### config.mk
export PLATFORM = sky130hd
export DESIGN_NAME = id_hazard_unit
export DESIGN_NICKNAME = d
export VERILOG_FILES = /design/src/rtl/id_hazard_unit_pkg.sv /design/src/rtl/id_hazard_unit_fwd_mux.sv /design/src/rtl/id_hazard_unit.sv
export SDC_FILE = /design/constraint.sdc
export NUM_CORES = 1
export LEC_CHECK = 0
export CORE_MARGIN = 3
export CORE_UTILIZATION = 30
export DETAILED_ROUTE_END_ITERATION = 10
export PLACE_DENSITY_LB_ADDON = 0.2
export SYNTH_ARGS = -nofsm -noshare
export SYNTH_HDL_FRONTEND = slang
export SYNTH_HIERARCHICAL = 1
export SYNTH_SLANG_ARGS = --single-unit
### constraint.sdc
create_clock -name clk -period 5.7 [get_ports clk]
set_input_delay 1.14 -clock clk [delete_from_list [all_inputs] [get_ports clk]]
set_output_delay 1.14 -clock clk [all_outputs]
set_load 0.02 [all_outputs]
### src/rtl/id_hazard_unit_pkg.sv
// Shared decode-stage constants: destination-source codes carried by each
// downstream stage alongside its result.
package id_hazard_unit_pkg;

    localparam int DEST_SRC_NONE = 0;
    localparam int DEST_SRC_ALU  = 1;
    localparam int DEST_SRC_MEM  = 2;

    localparam int RD_PORTS_MAX   = 4;
    localparam int FWD_STAGES_MAX = 4;

endpackage

### src/rtl/id_hazard_unit_fwd_mux.sv
// One read port's forwarding network: youngest matching stage wins, and a
// MEM result still too young to be forwardable becomes a hazard instead.
module id_fwd_mux
    import id_hazard_unit_pkg::*;
#(
    parameter int WORD_W     = 32,
    parameter int REG_IDX_W  = 5,
    parameter int DEST_SRC_W = 2,
    parameter int FWD_STAGES = 3,
    parameter int MEM_STAGE  = 1
) (
    input  logic [REG_IDX_W-1:0]             rs_idx,
    input  logic                             rs_use,
    input  logic [WORD_W-1:0]                rf_data,
    input  logic [FWD_STAGES*REG_IDX_W-1:0]  fwd_reg,
    input  logic [FWD_STAGES*DEST_SRC_W-1:0] fwd_src,
    input  logic [FWD_STAGES*WORD_W-1:0]     fwd_data,
    output logic [WORD_W-1:0]                rs_data,
    output logic                             hazard
);

    logic [DEST_SRC_W-1:0] src;

    // Walk oldest to youngest so a younger match overwrites an older one,
    // including replacing forwarded data with a hazard.
    always_comb begin
        rs_data = rf_data;
        hazard  = 1'b0;
        src     = '0;
        if (rs_use && rs_idx != '0) begin
            for (int s = FWD_STAGES - 1; s >= 0; s--) begin
                src = fwd_src[s*DEST_SRC_W +: DEST_SRC_W];
                if (fwd_reg[s*REG_IDX_W +: REG_IDX_W] == rs_idx &&
                    src != DEST_SRC_W'(DEST_SRC_NONE)) begin
                    if (src == DEST_SRC_W'(DEST_SRC_MEM) && s < MEM_STAGE) begin
                        hazard  = 1'b1;
                        rs_data = rf_data;
                    end else begin
                        hazard  = 1'b0;
                        rs_data = fwd_data[s*WORD_W +: WORD_W];
                    end
                end
            end
        end
    end

endmodule

### src/rtl/id_hazard_unit.sv
// Decode holding register with valid/ready on both sides, per-port operand
// forwarding, load-use bubble insertion and a saturating stall counter.
module id_hazard_unit
    import id_hazard_unit_pkg::*;
#(
    parameter int WORD_W     = 32,
    parameter int ADDR_W     = 32,
    parameter int INSTR_W    = 32,
    parameter int REG_IDX_W  = 5,
    parameter int DEST_SRC_W = 2,
    parameter int RD_PORTS   = 2,
    parameter int FWD_STAGES = 3,
    parameter int MEM_STAGE  = 1,
    parameter int CNT_W      = 16
) (
    input  logic                             clk,
    input  logic                             clr,
    input  logic                             i_flush,
    input  logic                             i_valid,
    output logic                             o_ready,
    input  logic [ADDR_W-1:0]                i_pc,
    input  logic [INSTR_W-1:0]               i_instr,
    output logic [ADDR_W-1:0]                o_pc,
    output logic [INSTR_W-1:0]               o_instr,
    input  logic [RD_PORTS*REG_IDX_W-1:0]    i_rs_idx,
    input  logic [RD_PORTS-1:0]              i_rs_use,
    input  logic [RD_PORTS*WORD_W-1:0]       i_rf_data,
    input  logic [FWD_STAGES*REG_IDX_W-1:0]  i_fwd_reg,
    input  logic [FWD_STAGES*DEST_SRC_W-1:0] i_fwd_src,
    input  logic [FWD_STAGES*WORD_W-1:0]     i_fwd_data,
    output logic [RD_PORTS*WORD_W-1:0]       o_rs_data,
    output logic                             o_hazard,
    output logic [RD_PORTS-1:0]              o_hazard_port,
    output logic                             o_valid,
    input  logic                             i_ready,
    output logic [CNT_W-1:0]                 o_stall_cnt
);

    if (RD_PORTS < 1 || RD_PORTS > RD_PORTS_MAX) begin : g_bad_rd_ports
        $error("id_hazard_unit: RD_PORTS must be 1..4");
    end
    if (FWD_STAGES < 1 || FWD_STAGES > FWD_STAGES_MAX) begin : g_bad_fwd_stages
        $error("id_hazard_unit: FWD_STAGES must be 1..4");
    end
    if (MEM_STAGE < 0 || MEM_STAGE > FWD_STAGES) begin : g_bad_mem_stage
        $error("id_hazard_unit: MEM_STAGE must be 0..FWD_STAGES");
    end

    logic               r_valid;
    logic [ADDR_W-1:0]  r_pc;
    logic [INSTR_W-1:0] r_instr;
    logic [CNT_W-1:0]   r_stall_cnt;
    logic [RD_PORTS-1:0] port_hz;
    logic               fire;
    logic               load;

    for (genvar p = 0; p < RD_PORTS; p++) begin : g_port
        id_fwd_mux #(
            .WORD_W     (WORD_W),
            .REG_IDX_W  (REG_IDX_W),
            .DEST_SRC_W (DEST_SRC_W),
            .FWD_STAGES (FWD_STAGES),
            .MEM_STAGE  (MEM_STAGE)
        ) u_mux (
            .rs_idx   (i_rs_idx[p*REG_IDX_W +: REG_IDX_W]),
            .rs_use   (i_rs_use[p]),
            .rf_data  (i_rf_data[p*WORD_W +: WORD_W]),
            .fwd_reg  (i_fwd_reg),
            .fwd_src  (i_fwd_src),
            .fwd_data (i_fwd_data),
            .rs_data  (o_rs_data[p*WORD_W +: WORD_W]),
            .hazard   (port_hz[p])
        );
    end

    assign o_hazard_port = r_valid ? port_hz : '0;
    assign o_hazard      = |o_hazard_port;
    assign o_valid       = r_valid & ~o_hazard;
    assign fire          = o_valid & i_ready;
    assign o_ready       = ~clr & ~i_flush & (~r_valid | fire);
    assign load          = i_valid & o_ready;
    assign o_pc          = r_pc;
    assign o_instr       = r_instr;
    assign o_stall_cnt   = r_stall_cnt;

    // Flush cannot coincide with a load because o_ready is low during it.
    always_ff @(posedge clk) begin
        if (clr) begin
            r_valid     <= 1'b0;
            r_pc        <= '0;
            r_instr     <= '0;
            r_stall_cnt <= '0;
        end else begin
            if (load) begin
                r_valid <= 1'b1;
                r_pc    <= i_pc;
                r_instr <= i_instr;
            end else if (fire || i_flush) begin
                r_valid <= 1'b0;
            end
            if (o_hazard && r_stall_cnt != '1)
                r_stall_cnt <= r_stall_cnt + 1'b1;
        end
    end

endmodule

==> impl_metrics.env, run 1 <==
export IMPL_hp_start="o_pc[13]"
export IMPL_layout_commonest_cell="clkdlybuf4s50_1"
export IMPL_leakagePower_nw=4.40
export IMPL_synthCells=1247
export IMPL_start_util=0.307
export IMPL_ys_warn_count=6
export IMPL_antenna_found_initial=0
export IMPL_ant_nets=0
export IMPL_instances_no_fill=1921
export IMPL_p_comb_frac=0.449
export IMPL_cts_root_buf="clkbuf_16"
export IMPL_ff2ff_setup_slack_ps=3630
export IMPL_io_pins=411
export IMPL_most_common_layout_cells="clkdlybuf4s50_1, nand2_1, a21oi_1"
export IMPL_die_width_um=169
export IMPL_synth_area_mm2=0.00801
export IMPL_wl_per_cell_um=21.5
export IMPL_numCtsBuffers=9
export IMPL_fin_crit_ps=5220
export IMPL_r2r_cells=5
export IMPL_synth_edf_count=0
export IMPL_synth_async_reset_ratio=0
export IMPL_p_clk_frac=0.271
export IMPL_path_clk_slew_ps=60
export IMPL_hold_depth=2
export IMPL_grt_use_met2=0.441
export IMPL_hold_violations=0
export IMPL_grt_max_degree=82
export IMPL_drive_above_1_share=0.0555
export IMPL_drt_pass1_iter_count=5
export IMPL_p_sw_uw=796
export IMPL_grt_pass1_vias=10600
export IMPL_clock_sinks=81
export IMPL_powerDensity_mw_per_mm2=165
export IMPL_irDropWorstVdd_v=0.000130
export IMPL_die_h_um=169
export IMPL_p_int_mw=1.30
export IMPL_total_power_mw=2.10
export IMPL_worstPathRequired_ps=4560
export IMPL_fin_area_mm2=0.0127
export IMPL_setup_violations=0
export IMPL_grt_pass1_wl_um=61500
export IMPL_cp_arrival_ps=4080
export IMPL_drtIter0Drc=1137
export IMPL_ys_types=53
export IMPL_clk_latency_ps=340
export IMPL_critical_path_class="in -> out"
export IMPL_tritoncts="yes"
export IMPL_min_path_type="reg -> reg"
export IMPL_ys_seq_elements=81
export IMPL_postCtsSetupBuffers=0
export IMPL_critPathLaunchType="primary input"
export IMPL_seq_area_frac_synth=0.202
export IMPL_maxCapViolCount=0
export IMPL_slew_violations=0
export IMPL_postSynthAreaPerCell_um2=6.43
export IMPL_post_place_cells=1904
export IMPL_area_growth_pct=59.0
export IMPL_skew_ps=5.59
export IMPL_routabilityCongestion=0.879
export IMPL_cp_max_fo=16
export IMPL_rows=59
export IMPL_synth_nets=1510
export IMPL_status="complete, no violations"
export IMPL_tns_ps=0
export IMPL_dp_hpwl_um=29200
export IMPL_worst_r2r_endpoint="o_instr[29]"
export IMPL_use_met1=0.349
export IMPL_routed_wl_um=41300
export IMPL_end_kind="primary output"
export IMPL_max_slew_margin=0.362
export IMPL_place_area_mm2=0.0125
export IMPL_htree_levels=3
export IMPL_dieArea_mm2=0.0287
export IMPL_fin_nets=1843
export IMPL_reg2reg_from="r_valid"
export IMPL_ys_flop_type="dfxtp_1"
export IMPL_vias=11300
export IMPL_port_buffers=410
export IMPL_grt_usage=0.267
export IMPL_post_route_period_util=0.917
export IMPL_final_util=0.488
export IMPL_core_area_mm2=0.0261
export IMPL_clockBufferDepth=2
export IMPL_ctsResizeCount=0
export IMPL_seq_power_share=0.280
export IMPL_swShare=0.380
export IMPL_fmax_ghz=0.191
export IMPL_top_usage_layer="met2"
export IMPL_tightest_slew_ps=957
export IMPL_holdBufCountCts=0
export IMPL_whs_endpoint="o_pc[13]"
export IMPL_rsz0062_at_grt="false"
export IMPL_viasPerCell=5.89
export IMPL_drc=0
export IMPL_grt_use_met3=0.0573
export IMPL_overflow=0
synthesized netlist by cell type, drive strengths merged, types with 3 or more instances:
library cell,instances,share of area
buf,46,0.031
nand2,157,0.074
o221ai,42,0.046
clkbuf,86,0.040
nand3,9,0.0056
and2,4,0.0031
xor2,24,0.026
o31ai,6,0.0056
nor2b,3,0.0023
and3,24,0.019
or3,7,0.0062
a32oi,62,0.068
inv,69,0.032
a311oi,40,0.044
nand4,6,0.0055
a21oi,138,0.086
dfxtp,81,0.20
a31oi,3,0.0023
o311ai,23,0.025
or2,3,0.0023
xnor2,6,0.0066
nor2,118,0.055
or4,8,0.0077
a22oi,24,0.022
nor4,33,0.031
nor3,92,0.057
o21ai,113,0.071
layout make-up:
| type | count | area, um^2 |
|---|---|---|
| multi-input cells | 965 | 5670 |
| repair buffers | 454 | 4490 |
| inverters | 69 | 259 |
| clock inverters | 7 | 60.1 |
| clock buffers | 9 | 225 |
| fillers | 2628 | 13400 |
| well taps | 335 | 419 |
| flip-flops and latches | 81 | 1620 |
| diodes | 1 | 2.50 |
critical path, cell delays in order:
cell and delay, ps:
clkdlybuf4s50_1 630, nand2b_1 280, buf_4 240, nor4_1 740
nor3b_1 240, nor2_1 200, nor3_1 60, clkdlybuf4s50_1 560
stage by stage:
| step | hold slack, ps | setup slack (ps) |
|---|---|---|
| after detailed placement | 445 | 490 |
| after floorplan | 535 | 1280 |
| after global routing | 468 | 326 |
| after CTS | 455 | 479 |
| final | 452 | 476 |
| after global placement | 441 | 500 |
kinds of logic after synthesis:
logic type / count (synthesis) / synth area share
AO/OA/AOI/OAI: 464 / 0.385
XOR/XNOR: 30 / 0.0328
adder cells (fa/ha/maj): 1 / 0.00156
buffers and inverters: 201 / 0.104
flip-flops: 81 / 0.202
multiplexers: 1 / 0.00141
AND/OR/NAND/NOR: 469 / 0.273
layer usage:
metal | share of wire | vias to the layer above
met3 | 0.086 | 90
met2 | 0.47 | 636
met5 | 0 | -
met4 | 0.033 | 0
met1 | 0.41 | 5257
li1 | - | 5331
sequential cells by signal, indices dropped and copies added (netlist names):
register     cells
o_instr         32
o_pc            32
o_stall_cnt     16
r_valid          1
power by group through the flow:
stage                     combinational [mW]  clock (mW)  sequential, mW
final                                  0.941       0.568           0.588
after CTS                              0.929       0.587           0.588
after detailed placement               0.924           0           0.601
after global routing                   0.997       0.613           0.589
after global placement                 0.921           0           0.600
after floorplan                        0.422           0           0.618
how the worst max path moves through the flow:
stage | startpoint | end | cells after the start
final | i_fwd_src[0] | o_ready | 8
after global routing | i_rs_idx[3] | o_rs_data[14] | 8
after CTS | i_fwd_src[0] | o_ready | 8
after detailed placement | i_fwd_src[0] | o_ready | 8
after global placement | i_rs_idx[6] | o_ready | 8
after floorplan | i_rs_idx[1] | o_valid | 9
Power figures use the tool's default switching activity.
==> run 2: changes to the inputs <==
--- a/config.mk
+++ b/config.mk
@@ -5,8 +5,9 @@
 export SDC_FILE = /design/constraint.sdc
 export NUM_CORES = 1
 export LEC_CHECK = 0
+export ABC_AREA = 0
 export CORE_MARGIN = 3
-export CORE_UTILIZATION = 30
+export CORE_UTILIZATION = 32
 export DETAILED_ROUTE_END_ITERATION = 10
 export PLACE_DENSITY_LB_ADDON = 0.2
 export SYNTH_ARGS = -nofsm -noshare
==> impl_metrics.env, run 2 (same netlist as run 1, synthesis figures left out) <==
export IMPL_status="complete, no violations"
export IMPL_p_sw_uw=790
export IMPL_end_kind="primary output"
export IMPL_antenna_found_initial=8
export IMPL_io_pins=411
export IMPL_critPathLaunchType="primary input"
export IMPL_holdBufCountCts=0
export IMPL_worstPathRequired_ps=4560
export IMPL_routabilityCongestion=0.879
export IMPL_slew_violations=0
export IMPL_total_power_mw=2.17
export IMPL_worst_r2r_endpoint="o_instr[13]"
export IMPL_drtIter0Drc=1346
export IMPL_numCtsBuffers=9
export IMPL_clock_sinks=81
export IMPL_min_path_type="reg -> reg"
export IMPL_htree_levels=3
export IMPL_rsz0062_at_grt="false"
export IMPL_p_comb_frac=0.435
export IMPL_reg2reg_from="r_valid"
export IMPL_path_clk_slew_ps=70
export IMPL_wl_per_cell_um=21.8
export IMPL_dr_max_layer_used="met5"
export IMPL_drt_met1_wl_um=16900
export IMPL_rows=57
export IMPL_p_clk_frac=0.294
export IMPL_postCtsSetupBuffers=0
export IMPL_skew_ps=10.8
export IMPL_swShare=0.363
export IMPL_overflow=0
export IMPL_startpoint="i_rs_idx[5]"
export IMPL_multi_input_area_mm2=0.00566
export IMPL_critical_path_class="in -> out"
export IMPL_cpMaxStageDelayCell="nor4_1"
export IMPL_die_width_um=164
export IMPL_start_util=0.328
export IMPL_drive_above_1_share=0.0561
export IMPL_drt_pass1_iter_count=7
export IMPL_grt_pass1_wl_um=61800
export IMPL_die_h_um=164
export IMPL_layout_commonest_cell="clkdlybuf4s50_1"
export IMPL_tightest_slew_ps=1190
export IMPL_cp_arrival_ps=4270
export IMPL_ff_latch_area_mm2=0.00162
export IMPL_met3_length_um=3830
export IMPL_post_route_period_util=0.949
export IMPL_cp_max_fo=4
export IMPL_tns_ps=0
export IMPL_setup_violations=0
export IMPL_r2r_cells=5
export IMPL_ff2ff_setup_slack_ps=3610
export IMPL_wl_met2_um=19800
export IMPL_clk_latency_ps=340
export IMPL_hold_violations=0
export IMPL_dieArea_mm2=0.0270
export IMPL_fmax_ghz=0.185
export IMPL_crit_path_end="o_ready"
export IMPL_fillCellCount=2406
export IMPL_ctsResizeCount=0
export IMPL_crit_path_max_incr_delay_ps=920
export IMPL_most_common_layout_cells="clkdlybuf4s50_1, nand2_1, a21oi_1"
export IMPL_viasPerCell=5.98
export IMPL_seq_power_share=0.271
export IMPL_tritoncts="yes"
export IMPL_crit_top_cell="clkdlybuf4s50_1"
export IMPL_maxCapViolCount=0
export IMPL_fin_crit_ps=5410
export IMPL_grt_pass1_vias=10600
export IMPL_ant_nets=0
export IMPL_grt_max_degree=82
export IMPL_cts_root_buf="clkbuf_16"
export IMPL_irDropWorstVdd_v=0.000128
export IMPL_clockBufferDepth=2
export IMPL_vias=11500
export IMPL_fin_nets=1845
export IMPL_leakagePower_nw=4.42
export IMPL_powerDensity_mw_per_mm2=170
export IMPL_cp_cell_sequence="clkdlybuf4s50_1 -> xnor2_1 -> o2111ai_4 -> nor4_1 -> nor3b_1 -> nor2_1 -> nor3_1 -> clkdlybuf4s50_1"
export IMPL_p_int_mw=1.38
export IMPL_port_buffers=410
export IMPL_core_area_mm2=0.0245
export IMPL_grt_usage=0.288
export IMPL_dp_hpwl_um=30100
export IMPL_drc=0
export IMPL_max_slew_margin=0.198
export IMPL_routed_wl_um=41800
export IMPL_area_growth_pct=59.6
==> run 2: how the worst min path moves through the flow <==
stage | cells past startpoint | endpoint | slack [ps] | startpoint
floorplan | 2 | o_instr[0] | 530 | o_instr[0]
global placement | 2 | o_instr[28] | 440 | o_instr[28]
detailed placement | 2 | o_instr[5] | 450 | o_instr[5]
CTS | 2 | o_instr[6] | 460 | o_instr[6]
global route | 2 | o_instr[16] | 470 | o_instr[16]
finish | 2 | o_pc[31] | 450 | o_pc[31]
==> run 2: final cells by class <==
cell class / instances / area share
tap: 324 / 0.0317
sequential: 81 / 0.127
clock buffer: 9 / 0.0176
timing repair buffer: 456 / 0.351
inverter: 69 / 0.0203
antenna: 8 / 0.00157
multi-input combinational: 965 / 0.443
clock inverter: 7 / 0.00773
==> run 2: metal layers <==
layer	vias to the layer above	track usage
met5	-	0
met4	2	0.0911
met3	92	0.0588
met2	689	0.474
met1	5348	0.376
li1	5344	-
==> run 2: power by group through the flow <==
stage          Clock [mW]  Combinational (mW)  Sequential, mW
6_report            0.640               0.945           0.588
3_5_place_dp            0               0.926           0.601
4_1_cts             0.654               0.931           0.588
3_3_place_gp            0               0.922           0.600
2_1_floorplan           0               0.422           0.618
5_1_grt             0.675               0.999           0.590
==> run 2: worst max-delay path, delay by kind of cell <==
family | cells | cell delay, ps
AO/OA/AOI/OAI | 1 | 150
XOR/XNOR | 1 | 380
buffers and inverters | 2 | 1120
AND/OR/NAND/NOR | 4 | 1470
==> run 2: metrics by stage <==
step,instance area [um^2],hold slack [ps],setup WS (ps),util,std cells
final,12800,453,288,0.523,1919
after global routing,12800,475,198,0.523,1918
after CTS,12800,455,315,0.522,1911
after detailed placement,12400,446,334,0.509,1895
after global placement,12400,441,389,0.509,1895
after floorplan,8010,535,1280,-,1247
==> run 3: changes to the inputs <==
==> constraint.sdc (replaced) <==
create_clock -name clk -period 6 [get_ports clk]
set_input_delay 1.2 -clock clk [delete_from_list [all_inputs] [get_ports clk]]
set_output_delay 1.2 -clock clk [all_outputs]
set_load 0.02 [all_outputs]
==> impl_metrics.env, run 3 (same netlist as run 1, synthesis figures left out) <==
export IMPL_fin_nets=1847
export IMPL_start_util=0.328
export IMPL_instances_no_fill=1918
export IMPL_ff_latch_area_mm2=0.00162
export IMPL_worst_path_buf_inv=3
export IMPL_cp_top_family="simple AND/OR/NAND/NOR gates"
export IMPL_end_kind="primary output"
export IMPL_cp_cell_sequence="clkdlybuf4s50_1 -> or4_1 -> o21ai_4 -> nor4_1 -> buf_4 -> nor3b_1 -> nor2_1 -> nor3_1 -> clkdlybuf4s50_1"
export IMPL_crit_path_max_incr_delay_ps=630
export IMPL_layout_commonest_cell="clkdlybuf4s50_1"
export IMPL_path_clk_slew_ps=60
export IMPL_die_width_um=164
export IMPL_skew_ps=9.77
export IMPL_max_slew_margin=0.388
export IMPL_tns_ps=0
export IMPL_cp_arrival_ps=4230
export IMPL_r2r_cells=5
export IMPL_cp_depth=9
export IMPL_drtIter0Drc=1400
export IMPL_overflow=0
export IMPL_rows=57
export IMPL_core_area_mm2=0.0245
export IMPL_cpMaxStageDelayCell="or4_1"
export IMPL_fillCellCount=2406
export IMPL_routed_wl_um=42000
export IMPL_powerDensity_mw_per_mm2=162
export IMPL_critPathLaunchType="primary input"
export IMPL_ctsResizeCount=0
export IMPL_routabilityCongestion=0.921
export IMPL_multi_input_area_mm2=0.00566
export IMPL_critical_path_class="in -> out"
export IMPL_status="complete, no violations"
export IMPL_worst_r2r_endpoint="o_stall_cnt[7]"
export IMPL_clk_latency_ps=340
export IMPL_tritoncts="yes"
export IMPL_htree_levels=3
export IMPL_numCtsBuffers=9
export IMPL_crit_path_end="o_ready"
export IMPL_startpoint="i_rs_idx[1]"
export IMPL_holdBufCountCts=0
export IMPL_drt_pass1_iter_count=6
export IMPL_grt_pass1_wl_um=62100
export IMPL_irDropWorstVdd_v=0.000116
export IMPL_reg2reg_from="o_stall_cnt[8]"
export IMPL_leakagePower_nw=4.43
export IMPL_min_path_type="reg -> reg"
export IMPL_wl_per_cell_um=21.9
export IMPL_die_h_um=164
export IMPL_dieArea_mm2=0.0270
export IMPL_rsz0062_at_grt="false"
export IMPL_grt_max_degree=83
export IMPL_grt_usage=0.290
export IMPL_port_buffers=410
export IMPL_hp_start="o_instr[22]"
export IMPL_slew_violations=0
export IMPL_hold_violations=0
export IMPL_fmax_ghz=0.184
export IMPL_area_growth_pct=59.6
export IMPL_clockBufferDepth=2
export IMPL_drc=0
export IMPL_cts_root_buf="clkbuf_16"
export IMPL_ff2ff_setup_slack_ps=3980
export IMPL_grt_pass1_vias=10700
export IMPL_maxCapViolCount=0
export IMPL_crit_top_cell="clkdlybuf4s50_1"
export IMPL_viasPerCell=6.01
export IMPL_dp_hpwl_um=30000
export IMPL_fin_crit_ps=5430
export IMPL_io_pins=411
export IMPL_drive_above_1_share=0.0573
export IMPL_tightest_slew_ps=914
export IMPL_vias=11500
export IMPL_hold_slack_ps=451
export IMPL_post_place_cells=1897
export IMPL_cp_max_fo=4
export IMPL_clock_sinks=81
export IMPL_antenna_found_initial=5
export IMPL_ant_nets=0
export IMPL_setup_violations=0
export IMPL_post_route_period_util=0.906
export IMPL_most_common_layout_cells="clkdlybuf4s50_1, nand2_1, a21oi_1"
export IMPL_postCtsSetupBuffers=0
export IMPL_worstPathRequired_ps=4800
==> run 3: cell types whose count changed in the layout (fill, tap and decap cells not counted), sizes merged <==
cell / change
diode: -3
buf: +2
clkinvlp: -1
inv: +1
==> run 3: per-stage QoR <==
step / utilization / worst slack (ps) / cell area, um^2 / power, mW
floorplan: - / 1460 / 8010 / 0.988
CTS: 0.522 / 547 / 12800 / 2.08
global route: 0.523 / 417 / 12800 / 2.17
global placement: 0.509 / 528 / 12400 / 1.45
detailed placement: 0.509 / 559 / 12400 / 1.45
finish: 0.523 / 566 / 12800 / 2.08
==> run 3: layout make-up <==
class,instances,area share
Multi-Input combinational cell,965,0.443
Timing Repair Buffer,458,0.352
Sequential cell,81,0.127
Tap cell,324,0.0317
Inverter,69,0.0203
Clock buffer,9,0.0176
Clock inverter,7,0.00832
Antenna cell,5,0.000978
==> run 3: report_power, final <==
part           switching (mW)  internal, mW
clock network           0.247         0.373
registers             0.00691         0.552
logic                   0.505         0.393
total                   0.759          1.32
==> run 3: how the worst min path moves through the flow <==
stage | to | slack [ps] | cells after the start
after floorplan | o_instr[0] | 530 | 2
after global placement | o_instr[25] | 440 | 2
after detailed placement | o_pc[20] | 450 | 2
after CTS | o_pc[10] | 450 | 2
after global routing | o_pc[10] | 470 | 2
final | o_instr[22] | 450 | 2
==> run 3: worst reg2reg max path, delay by kind of cell, from the launching register on <==
kind	cells	cell delay, ps
compound gates	1	60
simple gates	3	1060
buf+inv	1	300
flops	1	460
==> run 3: routing by layer <==
| layer | vias to the layer above | wire length [um] | GRT usage |
|---|---|---|---|
| met1 | 5347 | 16900 | 0.372 |
| met3 | 125 | 4060 | 0.0666 |
| li1 | 5338 | - | - |
| met4 | 4 | 1420 | 0.101 |
| met2 | 710 | 19700 | 0.477 |
| met5 | - | 27 | 0 |
